## config.mk

```make
export PLATFORM = sky130hd
export DESIGN_NAME = pipe_skid_reg_flat
export DESIGN_NICKNAME = d
export VERILOG_FILES = /design/src/rtl/core_pipe_pkg.sv /design/src/rtl/pipe_skid_reg_if.sv /design/src/rtl/pipe_stage_word.sv /design/src/rtl/pipe_skid_reg.sv /design/src/flat_wrapper.sv
export SDC_FILE = /design/constraint.sdc
export NUM_CORES = 1
export LEC_CHECK = 0
export BUFFER_PORTS_ARGS = -buffer_cell sky130_fd_sc_hd__buf_2
export CAP_MARGIN = 20
export CORE_ASPECT_RATIO = 0.9
export CORE_MARGIN = 1
export CORE_UTILIZATION = 47
export CTS_CLUSTER_SIZE = 30
export DETAILED_ROUTE_END_ITERATION = 10
export GPL_ROUTABILITY_DRIVEN = 0
export PLACE_DENSITY = 0.81
export SETUP_SLACK_MARGIN = 0.05
export SLEW_MARGIN = 20
export SYNTH_ARGS = -nofsm -noshare
export SYNTH_HDL_FRONTEND = slang
export SYNTH_SLANG_ARGS = --single-unit
```

## constraint.sdc

```tcl
create_clock -name clk -period 1.4 [get_ports clk]
set_input_delay 0.21 -clock clk [delete_from_list [all_inputs] [get_ports clk]]
set_output_delay 0.21 -clock clk [all_outputs]
set_load 0.005 [all_outputs]
```

## src/rtl/core_pipe_pkg.sv

```systemverilog
// core_pipe_pkg: shared constants for the 8-bit core pipeline stage registers.
//   - default field widths (PC, instruction, sideband)
//   - NOP opcode inserted on flush
//   - stage-state encoding used by pipe_skid_reg
package core_pipe_pkg;

  localparam int unsigned CORE_PC_W    = 8;
  localparam int unsigned CORE_INSTR_W = 8;
  localparam int unsigned CORE_SIDE_W  = 16;

  localparam logic [7:0] CORE_NOP = 8'h00;

  // Stage occupancy: EMPTY = M invalid, BUSY = M valid / S empty,
  // FULL = M and S both valid.
  localparam logic [1:0] ST_EMPTY = 2'd0;
  localparam logic [1:0] ST_BUSY  = 2'd1;
  localparam logic [1:0] ST_FULL  = 2'd2;

endpackage

```

## src/rtl/pipe_skid_reg_if.sv

```systemverilog
// pipe_skid_reg_if: valid/ready handshake bundle for one pipeline stage.
//   Upstream side : in_valid, in_ready, in_pc, in_instr, in_side
//   Downstream    : out_valid, out_ready, out_pc, out_instr, out_side, out_bubble
//   slave  modport: the stage register itself
//   master modport: whoever drives the upstream word and consumes the output
interface pipe_skid_reg_if
  import core_pipe_pkg::*;
#(
  parameter int unsigned PC_W    = CORE_PC_W,
  parameter int unsigned INSTR_W = CORE_INSTR_W,
  parameter int unsigned SIDE_W  = CORE_SIDE_W
) ();

  logic               in_valid;
  logic               in_ready;
  logic [PC_W-1:0]    in_pc;
  logic [INSTR_W-1:0] in_instr;
  logic [SIDE_W-1:0]  in_side;

  logic               out_valid;
  logic               out_ready;
  logic [PC_W-1:0]    out_pc;
  logic [INSTR_W-1:0] out_instr;
  logic [SIDE_W-1:0]  out_side;
  logic               out_bubble;

  modport slave (
    input  in_valid, in_pc, in_instr, in_side, out_ready,
    output in_ready, out_valid, out_pc, out_instr, out_side, out_bubble
  );

  modport master (
    output in_valid, in_pc, in_instr, in_side, out_ready,
    input  in_ready, out_valid, out_pc, out_instr, out_side, out_bubble
  );

endinterface

```

## src/rtl/pipe_stage_word.sv

```systemverilog
// pipe_stage_word: load-enabled register for one pipeline word
// (pc / instr / side / bubble flag). Synchronous active-high reset to zero.
//   clk, rst                : clock, synchronous reset
//   i_load                  : capture i_* on the rising edge
//   i_pc/i_instr/i_side/i_bubble : word to capture
//   o_pc/o_instr/o_side/o_bubble : held word
module pipe_stage_word
  import core_pipe_pkg::*;
#(
  parameter int unsigned PC_W    = CORE_PC_W,
  parameter int unsigned INSTR_W = CORE_INSTR_W,
  parameter int unsigned SIDE_W  = CORE_SIDE_W
) (
  input  logic               clk,
  input  logic               rst,
  input  logic               i_load,
  input  logic [PC_W-1:0]    i_pc,
  input  logic [INSTR_W-1:0] i_instr,
  input  logic [SIDE_W-1:0]  i_side,
  input  logic               i_bubble,
  output logic [PC_W-1:0]    o_pc,
  output logic [INSTR_W-1:0] o_instr,
  output logic [SIDE_W-1:0]  o_side,
  output logic               o_bubble
);

  logic [PC_W-1:0]    r_pc;
  logic [INSTR_W-1:0] r_instr;
  logic [SIDE_W-1:0]  r_side;
  logic               r_bubble;

  always_ff @(posedge clk) begin
    if (rst) begin
      r_pc     <= '0;
      r_instr  <= '0;
      r_side   <= '0;
      r_bubble <= 1'b0;
    end else if (i_load) begin
      r_pc     <= i_pc;
      r_instr  <= i_instr;
      r_side   <= i_side;
      r_bubble <= i_bubble;
    end
  end

  assign o_pc     = r_pc;
  assign o_instr  = r_instr;
  assign o_side   = r_side;
  assign o_bubble = r_bubble;

endmodule

```

## src/rtl/pipe_skid_reg.sv

```systemverilog
// pipe_skid_reg: IF/ID-class pipeline stage register with valid/ready
// handshake, optional two-entry skid buffer and flush-to-bubble.
//   clk   : clock, all state on rising edge
//   rst   : synchronous active-high reset (overrides flush and handshakes)
//   flush : squash stage contents, insert a NOP bubble keeping the PC
//   bus   : handshake bundle (slave view), see pipe_skid_reg_if
// SKID=1: main reg M plus skid reg S, in_ready registered.
// SKID=0: M only, in_ready = !out_valid | out_ready.
module pipe_skid_reg
  import core_pipe_pkg::*;
#(
  parameter int unsigned PC_W      = CORE_PC_W,
  parameter int unsigned INSTR_W   = CORE_INSTR_W,
  parameter int unsigned SIDE_W    = CORE_SIDE_W,
  parameter logic [31:0] NOP_INSTR = 32'(CORE_NOP),
  parameter bit          SKID      = 1'b1
) (
  input  logic            clk,
  input  logic            rst,
  input  logic            flush,
  pipe_skid_reg_if.slave  bus
);

  localparam logic [INSTR_W-1:0] LP_NOP = INSTR_W'(NOP_INSTR);

  logic [1:0]         r_state;
  logic [1:0]         w_state_nxt;
  logic               w_out_valid;
  logic               w_in_ready;
  logic               w_accept;
  logic               w_emit;

  logic               w_m_load;
  logic [PC_W-1:0]    w_m_pc_d,    w_m_pc_q;
  logic [INSTR_W-1:0] w_m_instr_d, w_m_instr_q;
  logic [SIDE_W-1:0]  w_m_side_d,  w_m_side_q;
  logic               w_m_bub_d,   w_m_bub_q;

  logic [PC_W-1:0]    w_s_pc_q;
  logic [INSTR_W-1:0] w_s_instr_q;
  logic [SIDE_W-1:0]  w_s_side_q;
  logic               w_s_bub_q;

  assign w_out_valid = (r_state != ST_EMPTY);
  assign w_accept    = bus.in_valid & w_in_ready;
  assign w_emit      = w_out_valid & bus.out_ready;

  always_comb begin
    w_state_nxt = r_state;
    w_m_load    = 1'b0;
    w_m_pc_d    = bus.in_pc;
    w_m_instr_d = bus.in_instr;
    w_m_side_d  = bus.in_side;
    w_m_bub_d   = 1'b0;
    if (flush) begin
      // Bubble keeps the sideband of whatever M held and takes the incoming
      // PC only when a word is actually presented.
      w_m_load    = 1'b1;
      w_m_pc_d    = bus.in_valid ? bus.in_pc : w_m_pc_q;
      w_m_instr_d = LP_NOP;
      w_m_side_d  = w_m_side_q;
      w_m_bub_d   = 1'b1;
      w_state_nxt = ST_BUSY;
    end else begin
      case (r_state)
        ST_EMPTY: begin
          if (w_accept) begin
            w_m_load    = 1'b1;
            w_state_nxt = ST_BUSY;
          end
        end
        ST_BUSY: begin
          // With SKID=0, accept implies emit, so the FULL transition is
          // unreachable there.
          if (w_accept && w_emit) begin
            w_m_load = 1'b1;
          end else if (w_accept) begin
            w_state_nxt = ST_FULL;
          end else if (w_emit) begin
            w_state_nxt = ST_EMPTY;
          end
        end
        ST_FULL: begin
          if (w_emit) begin
            w_m_load    = 1'b1;
            w_m_pc_d    = w_s_pc_q;
            w_m_instr_d = w_s_instr_q;
            w_m_side_d  = w_s_side_q;
            w_m_bub_d   = w_s_bub_q;
            w_state_nxt = ST_BUSY;
          end
        end
        default: w_state_nxt = ST_EMPTY;
      endcase
    end
  end

  always_ff @(posedge clk) begin
    if (rst) begin
      r_state <= ST_EMPTY;
    end else begin
      r_state <= w_state_nxt;
    end
  end

  pipe_stage_word #(
    .PC_W    (PC_W),
    .INSTR_W (INSTR_W),
    .SIDE_W  (SIDE_W)
  ) u_m (
    .clk      (clk),
    .rst      (rst),
    .i_load   (w_m_load),
    .i_pc     (w_m_pc_d),
    .i_instr  (w_m_instr_d),
    .i_side   (w_m_side_d),
    .i_bubble (w_m_bub_d),
    .o_pc     (w_m_pc_q),
    .o_instr  (w_m_instr_q),
    .o_side   (w_m_side_q),
    .o_bubble (w_m_bub_q)
  );

  generate
    if (SKID) begin : g_skid
      logic r_in_ready;
      logic w_s_load;

      assign w_s_load = !flush && (r_state == ST_BUSY) && w_accept && !w_emit;

      // Registered ready: deasserted exactly when the next state is FULL.
      always_ff @(posedge clk) begin
        if (rst) begin
          r_in_ready <= 1'b1;
        end else begin
          r_in_ready <= (w_state_nxt != ST_FULL);
        end
      end
      assign w_in_ready = r_in_ready;

      pipe_stage_word #(
        .PC_W    (PC_W),
        .INSTR_W (INSTR_W),
        .SIDE_W  (SIDE_W)
      ) u_s (
        .clk      (clk),
        .rst      (rst),
        .i_load   (w_s_load),
        .i_pc     (bus.in_pc),
        .i_instr  (bus.in_instr),
        .i_side   (bus.in_side),
        .i_bubble (1'b0),
        .o_pc     (w_s_pc_q),
        .o_instr  (w_s_instr_q),
        .o_side   (w_s_side_q),
        .o_bubble (w_s_bub_q)
      );
    end else begin : g_noskid
      assign w_in_ready  = !w_out_valid | bus.out_ready;
      assign w_s_pc_q    = '0;
      assign w_s_instr_q = '0;
      assign w_s_side_q  = '0;
      assign w_s_bub_q   = 1'b0;
    end
  endgenerate

  assign bus.in_ready   = w_in_ready;
  assign bus.out_valid  = w_out_valid;
  assign bus.out_pc     = w_m_pc_q;
  assign bus.out_instr  = w_m_instr_q;
  assign bus.out_side   = w_m_side_q;
  assign bus.out_bubble = w_m_bub_q;

endmodule

```

## src/flat_wrapper.sv

```systemverilog
// flat-port wrapper written by rule: the top's interface ports become plain ports
module pipe_skid_reg_flat import core_pipe_pkg::*;
#(
  parameter int unsigned PC_W      = CORE_PC_W,
  parameter int unsigned INSTR_W   = CORE_INSTR_W,
  parameter int unsigned SIDE_W    = CORE_SIDE_W,
  parameter logic [31:0] NOP_INSTR = 32'(CORE_NOP),
  parameter bit          SKID      = 1'b1
)
  (clk, rst, flush, bus_in_valid, bus_in_pc, bus_in_instr, bus_in_side, bus_out_ready, bus_in_ready, bus_out_valid, bus_out_pc, bus_out_instr, bus_out_side, bus_out_bubble);
  pipe_skid_reg_if #(.PC_W(PC_W), .INSTR_W(INSTR_W), .SIDE_W(SIDE_W)) bus_i ();
  input  logic clk;
  input  logic rst;
  input  logic flush;
  input wire logic [$bits(bus_i.in_valid)-1:0] bus_in_valid;
  input wire logic [$bits(bus_i.in_pc)-1:0] bus_in_pc;
  input wire logic [$bits(bus_i.in_instr)-1:0] bus_in_instr;
  input wire logic [$bits(bus_i.in_side)-1:0] bus_in_side;
  input wire logic [$bits(bus_i.out_ready)-1:0] bus_out_ready;
  output wire logic [$bits(bus_i.in_ready)-1:0] bus_in_ready;
  output wire logic [$bits(bus_i.out_valid)-1:0] bus_out_valid;
  output wire logic [$bits(bus_i.out_pc)-1:0] bus_out_pc;
  output wire logic [$bits(bus_i.out_instr)-1:0] bus_out_instr;
  output wire logic [$bits(bus_i.out_side)-1:0] bus_out_side;
  output wire logic [$bits(bus_i.out_bubble)-1:0] bus_out_bubble;
  assign bus_i.in_valid = bus_in_valid;
  assign bus_i.in_pc = bus_in_pc;
  assign bus_i.in_instr = bus_in_instr;
  assign bus_i.in_side = bus_in_side;
  assign bus_i.out_ready = bus_out_ready;
  assign bus_in_ready = bus_i.in_ready;
  assign bus_out_valid = bus_i.out_valid;
  assign bus_out_pc = bus_i.out_pc;
  assign bus_out_instr = bus_i.out_instr;
  assign bus_out_side = bus_i.out_side;
  assign bus_out_bubble = bus_i.out_bubble;
  pipe_skid_reg #(.PC_W(PC_W), .INSTR_W(INSTR_W), .SIDE_W(SIDE_W), .NOP_INSTR(NOP_INSTR), .SKID(SKID)) u_core (.clk(clk), .rst(rst), .flush(flush), .bus(bus_i));
endmodule
```

==> impl_summary.txt <==
----------------------------------------------------
[Run status]
  Result of the run ... finished with violations
  Violated checks ... design-rule violations, negative setup slack

[Cells and area]
  Area growth syn-to-layout ... 31.1%
  Nets@finish ... around 470
  Final cell count without fillers ... slightly above 500
  Final core utilization ... 0.651
  Fraction of layout cells with a size suffix above 1 ... 0.337
  Diodes inserted ... 0

[GRT]
  Number of global-route vias before repair ... 2593
  Global-route wire length before repair ... about 12 mm
  Most Crowded Layer GR ... met2
  Total global-route track usage ... 0.238
  Met3 Resource Use GR ... 0.0791
  Global route overflow ... 0
  Global-route met2 utilization ... 0.402
  Antenna violations before repair ... 0
  Grt met1 use ... 0.290
  Pin count of the biggest net entering global routing ... 69

[Setup path]
  Data required time of the critical path ... ~1700 ps
  Most numerous cell on the critical path ... sky130_fd_sc_hd__buf_6
  Cells traversed along the worst timing path ... nand3b_1 -> o21ai_4 -> buf_6 -> nor2b_4 -> buf_6 -> o21a_1
  Crit start category ... register
  Largest fanout on the critical path ... 8
  R2R cell count ... 6
  Capturing element type of the critical path ... register
  Largest stage delay, worst path ... approximately 360 ps
  Slowest stage cell on the critical path ... sky130_fd_sc_hd__dfxtp_4
  Worst Path Class, Setup ... register to register
  Data arrival time of the critical path ... roughly 1700 ps

[Synthesis]
  YS warnings ... 0
  Number of register bits inferred by synthesis ... 68
  Post-synthesis average cell area ... about 8.4 sq um
  Net Count, Synth ... between 300 and 400
  Cell taking the most area after synthesis ... sky130_fd_sc_hd__dfxtp_1
  Portion of synthesized cell area occupied by the leading cell type ... 0.474
  Share of flip-flops with an asynchronous set or reset after synthesis ... 0
  Number of flops mapped to enable cells by yosys ... 0
  Synth Instances ... 342
  Top post-synthesis cells by count ... sky130_fd_sc_hd__nand2_1, sky130_fd_sc_hd__dfxtp_1, sky130_fd_sc_hd__a21oi_1, sky130_fd_sc_hd__nor2_1
  Cell area after synthesis ... roughly 2900 sq um
  Synth unique cells ... 33
  Synth top area cells ... sky130_fd_sc_hd__dfxtp_1, sky130_fd_sc_hd__nand2_1, sky130_fd_sc_hd__a21oi_1, sky130_fd_sc_hd__o21a_1, sky130_fd_sc_hd__a31oi_1
  Share of synthesized area occupied by flip-flops and latches ... 0.474
  Leading cell type by number of instances after synthesis ... sky130_fd_sc_hd__nand2_1
  Ys flop type ... sky130_fd_sc_hd__dfxtp_1

[Place]
  Number of placed instances with taps included ... approximately 480
  I/O Buffers ... 71
  Hpwl dp ... between 4 and 5 mm

[Floorplanning]
  Number of placed I/O pins ... 72
  Die Footprint ... 6430 sq um
  Die height ... 76.2 um
  Cell row count ... 26
  Initial cell density of the core ... 0.496
  Core footprint ... a little under 6000 sq um
  Die X-Extent ... roughly 84 um

[Timing]
  Worst Slack Setup Final ... -45.2 ps
  Final Hold Fails ... 0
  Period minus WS final ... around 1400 ps
  Final Cycle Share ... 1.03
  Worst hold slack ... around 110 ps
  Setup repair after global routing missed its margin ... yes
  Achievable frequency ... about 690 MHz
  Slew at the pin closest to its max-slew limit ... 314 ps
  Worst slew margin relative to its limit ... 0.785
  Maximum clock skew at final layout ... slightly above 8 ps
  Final Setup Violations ... 28
  Setup TNS after final layout ... -668 ps
  Count of final max-slew check failures ... 0

[Clock tree]
  Total number of H-tree levels ... 3
  Clock sink count ... 68
  Clock tree root buffer cell ... sky130_fd_sc_hd__clkbuf_8
  Clock latency at the later pin of the worst-skew pair ... roughly 340 ps
  Number of hold buffers added after cts ... 0
  CTS tree ... done
  Largest buffer count on any clock path ... 2
  CTS Buf Count ... 9
  Clock transition at the registers of the reported paths ... 70 ps

[Min path]
  Hold-critical path depth ... 3
  Path category of the worst min-delay check ... primary input to register

[Pwr]
  Proportion of total power due to net switching ... 0.255
  Cell internal pwr ... between 0.002 and 0.003 W
  Power per cell area ... around 1100 nW/um^2
  Gate power share ... 0.142
  Net switching component of the power ... 0.00101 W
  Lkg Pwr ... around 1.7 nW
  Clock share of power ... 0.338
  Share of power burned in registers ... 0.520
  Worst vdd ir ... 0.000606 V

[Detailed routing]
  Antenna-violating nets left ... 0
  Drc violations ... 6
  Final routed wire length divided by cell count ... about 15 um
  Total Routed Length ... between 7 and 8 mm
  Routed vias ... roughly 2800
  Violation count after the first detailed-route iteration ... 167
  DRT Pass-1 Iters ... 9
  Average via count per standard cell ... between 5 and 6

[Flow run]
  Max Cap Viol ... 0

----------------------------------------------------
[cells by family (layout without fill, tap and decap cells)]
kind of cell / count (synthesis) / after routing / share of synthesized area
AOI/OAI and AO/OA: 109 / 109 / 0.250
buffers and inverters: 32 / 123 / 0.0583
DFF: 68 / 68 / 0.474
muxes: 9 / 9 / 0.0313
and+or+nand+nor: 124 / 124 / 0.187
[power groups by stage]
stage | clock network (W) | registers [W] | logic, W
floorplan | 0 | 0.00211 | 0.000272
global placement | 0 | 0.00210 | 0.000494
detailed placement | 0 | 0.00210 | 0.000507
CTS | 0.00137 | 0.00206 | 0.000550
global route | 0.00145 | 0.00207 | 0.000616
finish | 0.00134 | 0.00206 | 0.000564
[cell type report]
| cell class | count | area [sq um] |
|---|---|---|
| clock buffer | 11 | 141 |
| clock inverter | 3 | 15.0 |
| fill | 493 | 2020 |
| inverter | 3 | 11.3 |
| multi-input combinational | 242 | 1430 |
| sequential | 68 | 1370 |
| tap | 70 | 87.6 |
| timing repair buffer | 106 | 721 |
[timing repair]
item / CTS / global route
endpoints found under the setup margin: 65 / 68
buffers inserted: 8 / 0
endpoints found under the hold margin: 0 / 0
resized for setup: 19 / 16
pin swaps: 4 / 3
cloned: 3 / 0
[metrics by stage]
stage	total power [W]	area (sq um)	worst slack, ps
after floorplan	0.00238	2910	44.0
after global placement	0.00259	3410	-25.1
after detailed placement	0.00261	3410	-106
after CTS	0.00398	3720	-25.8
after global routing	0.00414	3770	-119
final	0.00396	3770	-45.2
[routing by layer]
| layer | routed length, um | share of wire | vias to the layer above |
|---|---|---|---|
| li1 | - | - | 1371 |
| met1 | 3270 | 0.44 | 1286 |
| met2 | 3590 | 0.49 | 98 |
| met3 | 476 | 0.064 | 4 |
| met4 | 36 | 0.0049 | 0 |
| met5 | 0 | 0 | - |
[final timing paths]
path | from | to | slack, ps
worst max-delay path | u_core.r_state[1]$_SDFF_PP0_ | u_core.u_m.o_side[14]$_SDFFE_PP0P_ | -50
worst min-delay path | bus_in_pc[6] | u_core.g_skid.u_s.o_pc[6]$_SDFFE_PP0P_ | 110
worst max register to register | u_core.r_state[1]$_SDFF_PP0_ | u_core.u_m.o_side[14]$_SDFFE_PP0P_ | -50
worst min register to register | u_core.g_skid.u_s.o_pc[1]$_SDFFE_PP0P_ | u_core.g_skid.u_s.o_pc[1]$_SDFFE_PP0P_ | 460
[state kept, by name, summed over array words and instances (netlist names), 2 cells and up]
signal and flops:
u_core.u_m.o_instr 8, u_core.g_skid.u_s.o_pc 8, u_core.g_skid.u_s.o_instr 8, u_core.u_m.o_pc 8, u_core.g_skid.u_s.o_side 16, u_core.u_m.o_side 16
u_core.r_state 2
[worst max-delay path, delay by kind of cell, from the launching register on]
family / cells / cell delay, ps
simple gates: 2 / 400
compound gates: 2 / 320
flops: 1 / 360
buf+inv: 2 / 300
[cells in the final DEF, fill, tap and decap left out, drive strengths merged, types with 2 or more instances in the layout]
cell and count:
buf 106, nand2 82, dfxtp 68, a21oi 49
nor2 20, a31oi 16, o21a 16, clkbuf 11
mux2i 9, o21ai 9, nand3 8, a311oi 8
a2111oi 8, inv 3, clkinv 3, nor2b 3
or2 2, nand3b 2, nand2b 2
No activity file was read; power rests on OpenSTA's default activity.
